===== src/rtl/tqvp_hx2003_pulse_receiver_pkg.sv =====
// Shared definitions for the hx2003 pulse transmitter/receiver pair:
// FSM encoding, symbol geometry and counter widths.
package tqvp_hx2003_pulse_receiver_pkg;

   typedef enum logic [1:0] {
      ST_OFF     = 2'd0,
      ST_ARMED   = 2'd1,
      ST_MEASURE = 2'd2,
      ST_FLUSH   = 2'd3
   } rx_state_t;

   localparam int SYM_W         = 2;
   localparam int SYMS_PER_WORD = 16;
   localparam int SLOT_W        = $clog2(SYMS_PER_WORD);
   localparam int CNT_W         = 8;
   localparam int FRAME_CNT_W   = 7;
   localparam int PRESC_W       = 16;

endpackage


===== src/rtl/tqvp_hx2003_pulse_receiver_word_fifo.sv =====
// Captured-word FIFO. A push while full succeeds only alongside a pop;
// a pop while empty is ignored. The head word reads as zero when empty.
module pulse_receiver_word_fifo #(
   parameter int DEPTH = 4
) (
   input  logic                     clk,
   input  logic                     rst,
   input  logic                     push,
   input  logic [31:0]              push_data,
   input  logic                     pop,
   output logic [31:0]              rd_data,
   output logic                     rd_valid,
   output logic [$clog2(DEPTH):0]   count,
   output logic                     dropped
);

   localparam int AW = $clog2(DEPTH);

   logic [31:0]   mem [DEPTH];
   logic [AW-1:0] wr_ptr;
   logic [AW-1:0] rd_ptr;
   logic          full;
   logic          pop_ok;
   logic          push_ok;

   assign full     = (count == (AW+1)'(DEPTH));
   assign rd_valid = (count != '0);
   assign pop_ok   = pop && rd_valid;
   assign push_ok  = push && (!full || pop_ok);
   assign dropped  = push && !push_ok;
   assign rd_data  = rd_valid ? mem[rd_ptr] : 32'd0;

   always_ff @(posedge clk) begin
      if (push_ok) mem[wr_ptr] <= push_data;
   end

   always_ff @(posedge clk) begin
      if (rst) begin
         wr_ptr <= '0;
         rd_ptr <= '0;
         count  <= '0;
      end else begin
         if (push_ok) wr_ptr <= wr_ptr + 1'b1;
         if (pop_ok)  rd_ptr <= rd_ptr + 1'b1;
         case ({push_ok, pop_ok})
            2'b10:   count <= count + 1'b1;
            2'b01:   count <= count - 1'b1;
            default: count <= count;
         endcase
      end
   end

endmodule


===== src/rtl/tqvp_hx2003_pulse_receiver.sv =====
// Pulse-train receiver: measures segment lengths in prescaled ticks, encodes
// each as a {level, long} symbol and packs 16 symbols per FIFO word.
module tqvp_hx2003_pulse_receiver
   import tqvp_hx2003_pulse_receiver_pkg::*;
#(
   parameter int FIFO_DEPTH = 4
) (
   input  logic                          clk,
   input  logic                          rst,
   input  logic                          rx_in,
   input  logic                          en,
   input  logic                          invert_input,
   input  logic [3:0]                    prescaler,
   input  logic [7:0]                    threshold,
   input  logic [7:0]                    idle_timeout,
   input  logic                          rd_en,
   output logic [31:0]                   rd_data,
   output logic                          rd_valid,
   output logic [$clog2(FIFO_DEPTH):0]   fifo_count,
   output logic [6:0]                    frame_symbols,
   output logic                          overflow,
   output logic                          irq,
   input  logic                          irq_clear,
   output rx_state_t                     dbg_state
);

   rx_state_t              state, state_d;
   logic [1:0]             sync_q;
   logic                   lvl, lvl_q, edge_det;
   logic [PRESC_W-1:0]     presc;
   logic                   tick;
   logic [CNT_W-1:0]       count;
   logic                   seg_level;
   logic [SLOT_W-1:0]      slot;
   logic [31:0]            word, word_sym;
   logic [SYM_W-1:0]       sym;
   logic [FRAME_CNT_W-1:0] frame_cnt;
   logic                   emit, flush, push, dropped;
   logic [31:0]            push_data;

   assign lvl       = sync_q[1] ^ invert_input;
   assign edge_det  = (lvl != lvl_q);
   assign tick      = (presc == ~({PRESC_W{1'b1}} << prescaler));
   assign sym       = {seg_level, (count >= threshold)};
   assign word_sym  = word | (32'(sym) << (SYM_W * int'(slot)));
   assign dbg_state = state;

   // An edge wins over the timeout, so a segment ending exactly at the
   // timeout is still emitted.
   always_comb begin
      state_d = state;
      emit    = 1'b0;
      flush   = 1'b0;
      unique case (state)
         ST_OFF:     if (en) state_d = ST_ARMED;
         ST_ARMED:   if (edge_det) state_d = ST_MEASURE;
         ST_MEASURE: begin
            emit = edge_det;
            if (!edge_det && idle_timeout != '0 && count == idle_timeout)
               state_d = ST_FLUSH;
         end
         ST_FLUSH: begin
            flush   = 1'b1;
            state_d = ST_ARMED;
         end
      endcase
      if (!en) begin
         state_d = ST_OFF;
         emit    = 1'b0;
         flush   = 1'b0;
      end
   end

   assign push      = (emit && slot == SLOT_W'(SYMS_PER_WORD - 1)) || (flush && slot != '0);
   assign push_data = flush ? word : word_sym;

   always_ff @(posedge clk) begin
      if (rst) begin
         state         <= ST_OFF;
         sync_q        <= '0;
         lvl_q         <= 1'b0;
         presc         <= '0;
         count         <= '0;
         seg_level     <= 1'b0;
         slot          <= '0;
         word          <= '0;
         frame_cnt     <= '0;
         frame_symbols <= '0;
         overflow      <= 1'b0;
         irq           <= 1'b0;
      end else begin
         state  <= state_d;
         sync_q <= {sync_q[0], rx_in};
         lvl_q  <= lvl;
         if (!en || state == ST_OFF) begin
            presc <= '0;
            count <= '0;
            slot  <= '0;
            word  <= '0;
         end else begin
            presc <= (edge_det || tick) ? '0 : presc + 1'b1;
            unique case (state)
               ST_ARMED: if (edge_det) begin
                  seg_level <= lvl;
                  count     <= '0;
                  frame_cnt <= '0;
               end
               ST_MEASURE: begin
                  if (edge_det) begin
                     seg_level <= lvl;
                     count     <= '0;
                     if (frame_cnt != '1) frame_cnt <= frame_cnt + 1'b1;
                     if (slot == SLOT_W'(SYMS_PER_WORD - 1)) begin
                        word <= '0;
                        slot <= '0;
                     end else begin
                        word <= word_sym;
                        slot <= slot + 1'b1;
                     end
                  end else if (tick && count != '1) begin
                     count <= count + 1'b1;
                  end
               end
               ST_FLUSH: begin
                  word          <= '0;
                  slot          <= '0;
                  count         <= '0;
                  frame_symbols <= frame_cnt;
               end
               default: ;
            endcase
         end
         // A set event takes priority over a simultaneous clear.
         if (dropped)        overflow <= 1'b1;
         else if (irq_clear) overflow <= 1'b0;
         if (flush || dropped) irq <= 1'b1;
         else if (irq_clear)   irq <= 1'b0;
      end
   end

   pulse_receiver_word_fifo #(
      .DEPTH (FIFO_DEPTH)
   ) u_fifo (
      .clk       (clk),
      .rst       (rst),
      .push      (push),
      .push_data (push_data),
      .pop       (rd_en),
      .rd_data   (rd_data),
      .rd_valid  (rd_valid),
      .count     (fifo_count),
      .dropped   (dropped)
   );

endmodule


===== config.mk =====
export PLATFORM = sky130hd
export DESIGN_NAME = tqvp_hx2003_pulse_receiver
export DESIGN_NICKNAME = d
export VERILOG_FILES = /design/src/rtl/tqvp_hx2003_pulse_receiver_pkg.sv /design/src/rtl/tqvp_hx2003_pulse_receiver_word_fifo.sv /design/src/rtl/tqvp_hx2003_pulse_receiver.sv
export SDC_FILE = /design/constraint.sdc
export NUM_CORES = 1
export LEC_CHECK = 0
export BUFFER_PORTS_ARGS = -buffer_cell sky130_fd_sc_hd__buf_2
export CELL_PAD_IN_SITES_DETAIL_PLACEMENT = 0
export CELL_PAD_IN_SITES_GLOBAL_PLACEMENT = 1
export CORE_ASPECT_RATIO = 1.4
export CORE_MARGIN = 10
export CORE_UTILIZATION = 53
export CTS_CLUSTER_DIAMETER = 60
export DETAILED_ROUTE_END_ITERATION = 10
export PLACE_DENSITY_LB_ADDON = 0.1
export SKIP_CTS_REPAIR_TIMING = 1
export SLEW_MARGIN = 10
export SYNTH_ARGS = -nofsm -noshare
export SYNTH_HDL_FRONTEND = slang
export SYNTH_SLANG_ARGS = --single-unit

===== constraint.sdc =====
create_clock -name clk -period 5.7 [get_ports clk]
set_input_delay 0.855 -clock clk [delete_from_list [all_inputs] [get_ports clk]]
set_output_delay 0.855 -clock clk [all_outputs]
set_load 0.01 [all_outputs]

-- Word level (Yosys, flattened, before mapping)
Memories as Yosys holds them, arrays and structs flattened. A register that Yosys moved wholly into a read port is not among the register bits.
Cells that the tools add are included.
- flip-flop bits (word level): 89
- memory bits (writable): 128
- input bits: 27
- output and inout port bits: 47
- logic and storage cells: 118
- memories: 1
- add/sub/neg operators: 8
- order comparisons: 1
- equal/unequal tests: 17
- shift-type cells: 2
- mux-type cells: 31
- bitwise logic cells: 5
- reductions and logical operators: 38
- memory list (memory ; words ; bits a word ; rd ports ; clocked after Yosys merged registers in ; wr ports ; RTL line ; source):
    u_fifo.mem ; 4 ; 32 ; 1 ; 1 ; 1 ; tqvp_hx2003_pulse_receiver_word_fifo.sv:19 ; logic [31:0] mem [DEPTH];
- operator list (operator ; count):
    32-bit 2-to-1 mux ; 4
    32-bit case mux with 2 select lines ; 1
    32-bit bitwise OR ; 1
    2-bit by 5-bit << shifter with 32-bit output ; 1
    8-bit 2-to-1 mux ; 3
    8-bit case mux with 3 select lines ; 1
    7-bit 2-to-1 mux ; 3
    16-bit by 1-bit adder with 16-bit output, second input constant ; 1
    16-bit == test ; 1
    16-bit inverter ; 1
    16-bit by 4-bit << shifter with 16-bit output, first input constant ; 1
    7-bit case mux with 2 select lines ; 1
    2-bit nonzero test ; 5
    1-bit 2-to-1 mux ; 9
    8-bit by 1-bit adder with 8-bit output, second input constant ; 1
    8-bit == test ; 1
    8-bit greater-or-equal comparator ; 1
    1-bit logical AND ; 8
    2-bit 2-to-1 mux ; 4
    4-bit 2-to-1 mux ; 2
    2-bit inequality test, second input constant ; 4
    8-bit inequality test, second input constant ; 1
    4-bit case mux with 2 select lines ; 1
    8-bit nonzero test ; 1
    26 further kinds ; 45

-- Logic depth before layout (Yosys ltp)
- depth after elaboration: 11
- depth in mapped cells: 14
- gate-level depth less buffers: 13

-- By module
Synthesis repeated with hierarchy kept, for this count alone.
- cell total of the unflattened synthesis: 825
- area, all modules: 10015.9 um2
- by module, submodules not included (module ; times used ; cells each ; area each (um2) ; sequential area each (um2)):
    pulse_receiver_word_fifo ; 1 ; 268 ; 5540.3 ; 4023.9
    tqvp_hx2003_pulse_receiver ; 1 ; 557 ; 4475.5 ; 1641.6

-- Least setup slack after synthesis
OpenSTA, ideal clock, no wires.
- kind: input-to-reg
- start: input invert_input
- end: memory u_fifo.mem[0][0], enable pin
- setup time: 0.392 ns
- arrival time: 2.644 ns
- required time: 5.308 ns
- path slack: 2.664 ns
- stages: 5
- path buffers: 0
- path through: xnor3_1 > nor2_1 > o21ai_1 > nor2_1 > and2_1
- cells in the longest elaborated chain, start to end: 9
- RTL lines (item ; RTL line ; source):
    start, declared ; tqvp_hx2003_pulse_receiver.sv:12 ; input logic invert_input,
    1-bit bitwise XOR ; tqvp_hx2003_pulse_receiver.sv:41 ; assign lvl = sync_q[1] ^ invert_input;
    1-bit inequality test ; tqvp_hx2003_pulse_receiver.sv:42 ; assign edge_det = (lvl != lvl_q);
    1-bit 2-to-1 mux ; tqvp_hx2003_pulse_receiver.sv:54 ; unique case (state)
    1-bit 2-to-1 mux ; tqvp_hx2003_pulse_receiver.sv:67 ; if (!en) begin
    1-bit logical AND ; tqvp_hx2003_pulse_receiver.sv:74 ; assign push = (emit && slot == SLOT_W'(SYMS_PER_WORD - 1)) || (flush && slot != '0);
    1-bit logical OR ; tqvp_hx2003_pulse_receiver.sv:74 ;
    1-bit logical AND ; tqvp_hx2003_pulse_receiver_word_fifo.sv:29 ; assign push_ok = push && (!full || pop_ok);
    1-bit 2-to-1 mux ; tqvp_hx2003_pulse_receiver_word_fifo.sv:34 ; if (push_ok) mem[wr_ptr] <= push_data;
    1-bit 2-to-1 mux (implied by the code) ; tqvp_hx2003_pulse_receiver_word_fifo.sv:34 ;
    end, declared ; tqvp_hx2003_pulse_receiver_word_fifo.sv:19 ;
Every way passes these cells.

-- Worst setup path in the final report
- start: input prescaler[2]
- end: register presc[13]
- cells in the longest elaborated chain, start to end: 5
- RTL lines (item ; RTL line ; source):
    start, declared ; tqvp_hx2003_pulse_receiver.sv:13 ; input logic [3:0] prescaler,
    16-bit by 4-bit << shifter with 16-bit output ; tqvp_hx2003_pulse_receiver.sv:43 ; assign tick = (presc == ~({PRESC_W{1'b1}} << prescaler));
    16-bit inverter ; tqvp_hx2003_pulse_receiver.sv:43 ;
    16-bit == test ; tqvp_hx2003_pulse_receiver.sv:43 ;
    1-bit logical OR ; tqvp_hx2003_pulse_receiver.sv:101 ; presc <= (edge_det || tick) ? '0 : presc + 1'b1;
    3-bit OR reduction (no line) ; -- ;
    end signal, assigned ; tqvp_hx2003_pulse_receiver.sv:101 ;
    end, declared ; tqvp_hx2003_pulse_receiver.sv:30 ; logic [PRESC_W-1:0] presc;
Every way passes these cells.
A chain may end at the register's enable or synchronous reset.

==> metrics <==
Synth Flop Type edfxtp_1; vias in the first global route 6693; Mapped Avg Cell Area 12.1 um2; power per cell area 283 mW/mm2; die area 0.0244 mm2; Synth cell types 70; Root Driver clkbuf_16; WL/cell 18.5 um; Seq/Total Area, Yosys 0.579; nets 915; initial antenna violation count 0; TNS Setup 0 ns; global route overflow 0; cts bufs inserted 21; via count 6422; DRT iter0 DRCs 425; Hold/Removal Path Class reg -> reg; Simple-Gate Fraction of Synth Area 0.139; Post-synth EDFFs 128; Fin. Hold Viols 0; FF-to-FF Start dbg_state[0]$_SDFFE_PP0P_; Synth Area in Compound Gates 0.106; # fillers 1439; clock tree buffer depth 3; share of layout cells above drive strength 1 0.184; total track usage 0.169; crit path capture presc[13]$_SDFF_PP0_; unrepaired setup endpoints after global routing false; Max-slew headroom 0.261; Mapped Area 0.00979 mm2; Initial Util 0.542; GP Congestion 0.843; CP Data Required Time 6.02 ns; largest family of logic cells by synthesized area simple AND/OR/NAND/NOR gates; Die X 135 um; DRT Pass-1 Iters 5; post-synthesis mux area share 0.0840; CP startpoint prescaler[2]; FF+latch area 0.00567 mm2; Worst Path Max Fanout 19; Slew @ Worst Pin 1.11 ns; Worst Path Arrival 3.51 ns; CTS sink count 219; Mapped Cells 806; Die Span Y 181 um; critical path type in -> reg; most common cell after layout, fill and taps aside edfxtp_1; Post-Synth XOR/XNOR Area 0.0327; largest net degree at the start of global routing 35; Cell Rows 58; reg2reg path depth 7; Area growth, synth to finish 12.3%; synth warn 0; setup violators final 0; number of register bits inferred by synthesis 219; R2R Setup Slk 2.66 ns; fin cells 1119; syn nets 856; MaxCap Viol Count 0; area of the multi-input gates 0.00385 mm2; final design utilization 0.608; status complete, no violations; clock slew at reported path FFs 0.06 ns; Worst Clk Skew 0.0261 ns; fin crit period 3.19 ns; DRC violations left 0; crit path capture type flop; adder and majority gate portion of the synthesized area 0.0302; Antenna diodes 0; R2R Path End u_fifo.mem[3][19]$_DFFE_PP_; most frequent cells in the layout edfxtp_1, nor2_1, dfxtp_1, buf_2, and2_1; DRT Wirelength 20700 um; DPL Wire Length 14200 um; via-per-instance ratio 5.74; htree depth 1; CTS tree done; IO Port Bufs 73; placed cells 1082; Pins Over Slew Limit 0; Final ANT Viol Nets 0; Worst VDD drop 0.352 mV; CP Launch Type input pin; # IOs 74; leakage 4.06 nW; core area 0.0181 mm2; Synth async-reset ratio 0; Clock Latency Late Sink 0.50 ns; Max Freq 313 MHz; first-pass GRT wire length 34200 um; crit share post-route 0.560
[state kept, by name, summed over array words and instances (netlist names), named ones only]
register / cells
u_fifo.mem: 128
word: 32
presc: 16
count: 8
frame_cnt: 7
frame_symbols: 7
slot: 4
u_fifo.count: 3
dbg_state: 2
sync_q: 2
u_fifo.rd_ptr: 2
u_fifo.wr_ptr: 2
irq: 1
lvl_q: 1
overflow: 1
seg_level: 1
[worst max-delay path, cell delays in order]
cell and delay [ns]:
buf_2 0.21, or2_4 0.30, nor4_1 0.33, a21o_1 0.13
o2111ai_1 0.45, o311ai_2 1.10, nor2_1 0.14
[metal layers]
layer,vias to the layer above,GRT usage,routed length (um)
met2,193,0.309,11000
met4,0,0.0467,414
met5,-,0,0
met1,3116,0.195,8190
li1,3073,-,-
met3,40,0.0292,1070
[report_power, final]
group	leakage [nW]	internal, mW	switching (mW)
combinational	1.71	0.0302	0.0532
sequential	2.03	1.66	0.00266
clock	0.325	0.796	0.564
total	4.06	2.48	0.620
[through the flow]
stage	power (mW)	cell area (um2)	hold slack, ns	setup WS [ns]
after floorplan	1.75	9790	0.414	2.66
after global placement	1.77	10300	0.439	2.18
after detailed placement	1.78	10300	0.430	2.05
after CTS	3.13	11000	0.444	2.50
after global routing	3.20	11000	0.455	2.19
final	3.10	11000	0.442	2.51
[cell usage after synthesis (3+ instances only)]
cell type	instances	area, um2
a21o_1	15	113
a21oi_1	39	195
a22oi_1	3	22.5
a31o_1	3	26.3
a31o_2	3	26.3
a31oi_1	13	81.3
a32oi_1	4	35.0
and2_1	47	294
and3_1	8	50.1
buf_1	4	15.0
buf_2	6	30.0
clkbuf_1	27	101
dfxtp_1	91	1820
edfxtp_1	128	3840
ha_1	22	275
inv_1	29	109
mux2i_1	9	90.1
mux4_2	32	721
nand2_1	40	150
nand2b_1	12	75.1
nand3_1	20	100
nand4_1	8	50.1
nor2_1	98	368
nor2b_1	6	37.5
nor3_1	9	45.0
nor3b_2	3	37.5
nor4_1	5	31.3
o2111ai_1	3	26.3
o211ai_1	4	30.0
o21ai_0	3	15.0
o21ai_1	6	30.0
o21bai_1	19	143
o31ai_1	8	60.1
o32ai_1	3	26.3
or3_1	4	25.0
xnor2_1	17	149
xor2_1	17	149
[worst min-delay path by stage]
stage | from | endpoint | slack (ns) | cells past startpoint
3_3_place_gp | sync_q[0]$_SDFF_PP0_ | sync_q[1]$_SDFF_PP0_ | 0.44 | 1
3_5_place_dp | sync_q[0]$_SDFF_PP0_ | sync_q[1]$_SDFF_PP0_ | 0.43 | 1
6_report | sync_q[0]$_SDFF_PP0_ | sync_q[1]$_SDFF_PP0_ | 0.44 | 1
5_1_grt | sync_q[0]$_SDFF_PP0_ | sync_q[1]$_SDFF_PP0_ | 0.46 | 1
2_1_floorplan | sync_q[0]$_SDFF_PP0_ | sync_q[1]$_SDFF_PP0_ | 0.41 | 1
4_1_cts | sync_q[0]$_SDFF_PP0_ | sync_q[1]$_SDFF_PP0_ | 0.44 | 1
[logic make-up (layout without fill, tap and decap cells)]
logic type	after synthesis	in the layout
AOI/OAI and AO/OA	146	146
adders and majority gates	23	23
buffers and inverters	69	142
xor gates and xnor gates	35	35
muxes	42	42
DFF	219	219
and+or+nand+nor	272	272
[cell type report]
cell class | count | share of cell area
clock inverters | 9 | 0.00900
well taps | 240 | 0.0273
clock buffers | 28 | 0.0520
flip-flops and latches | 219 | 0.516
inverters | 29 | 0.00991
multi-input cells | 518 | 0.351
repair buffers | 76 | 0.0353
Note: power is estimated with default switching activity, not from simulation.
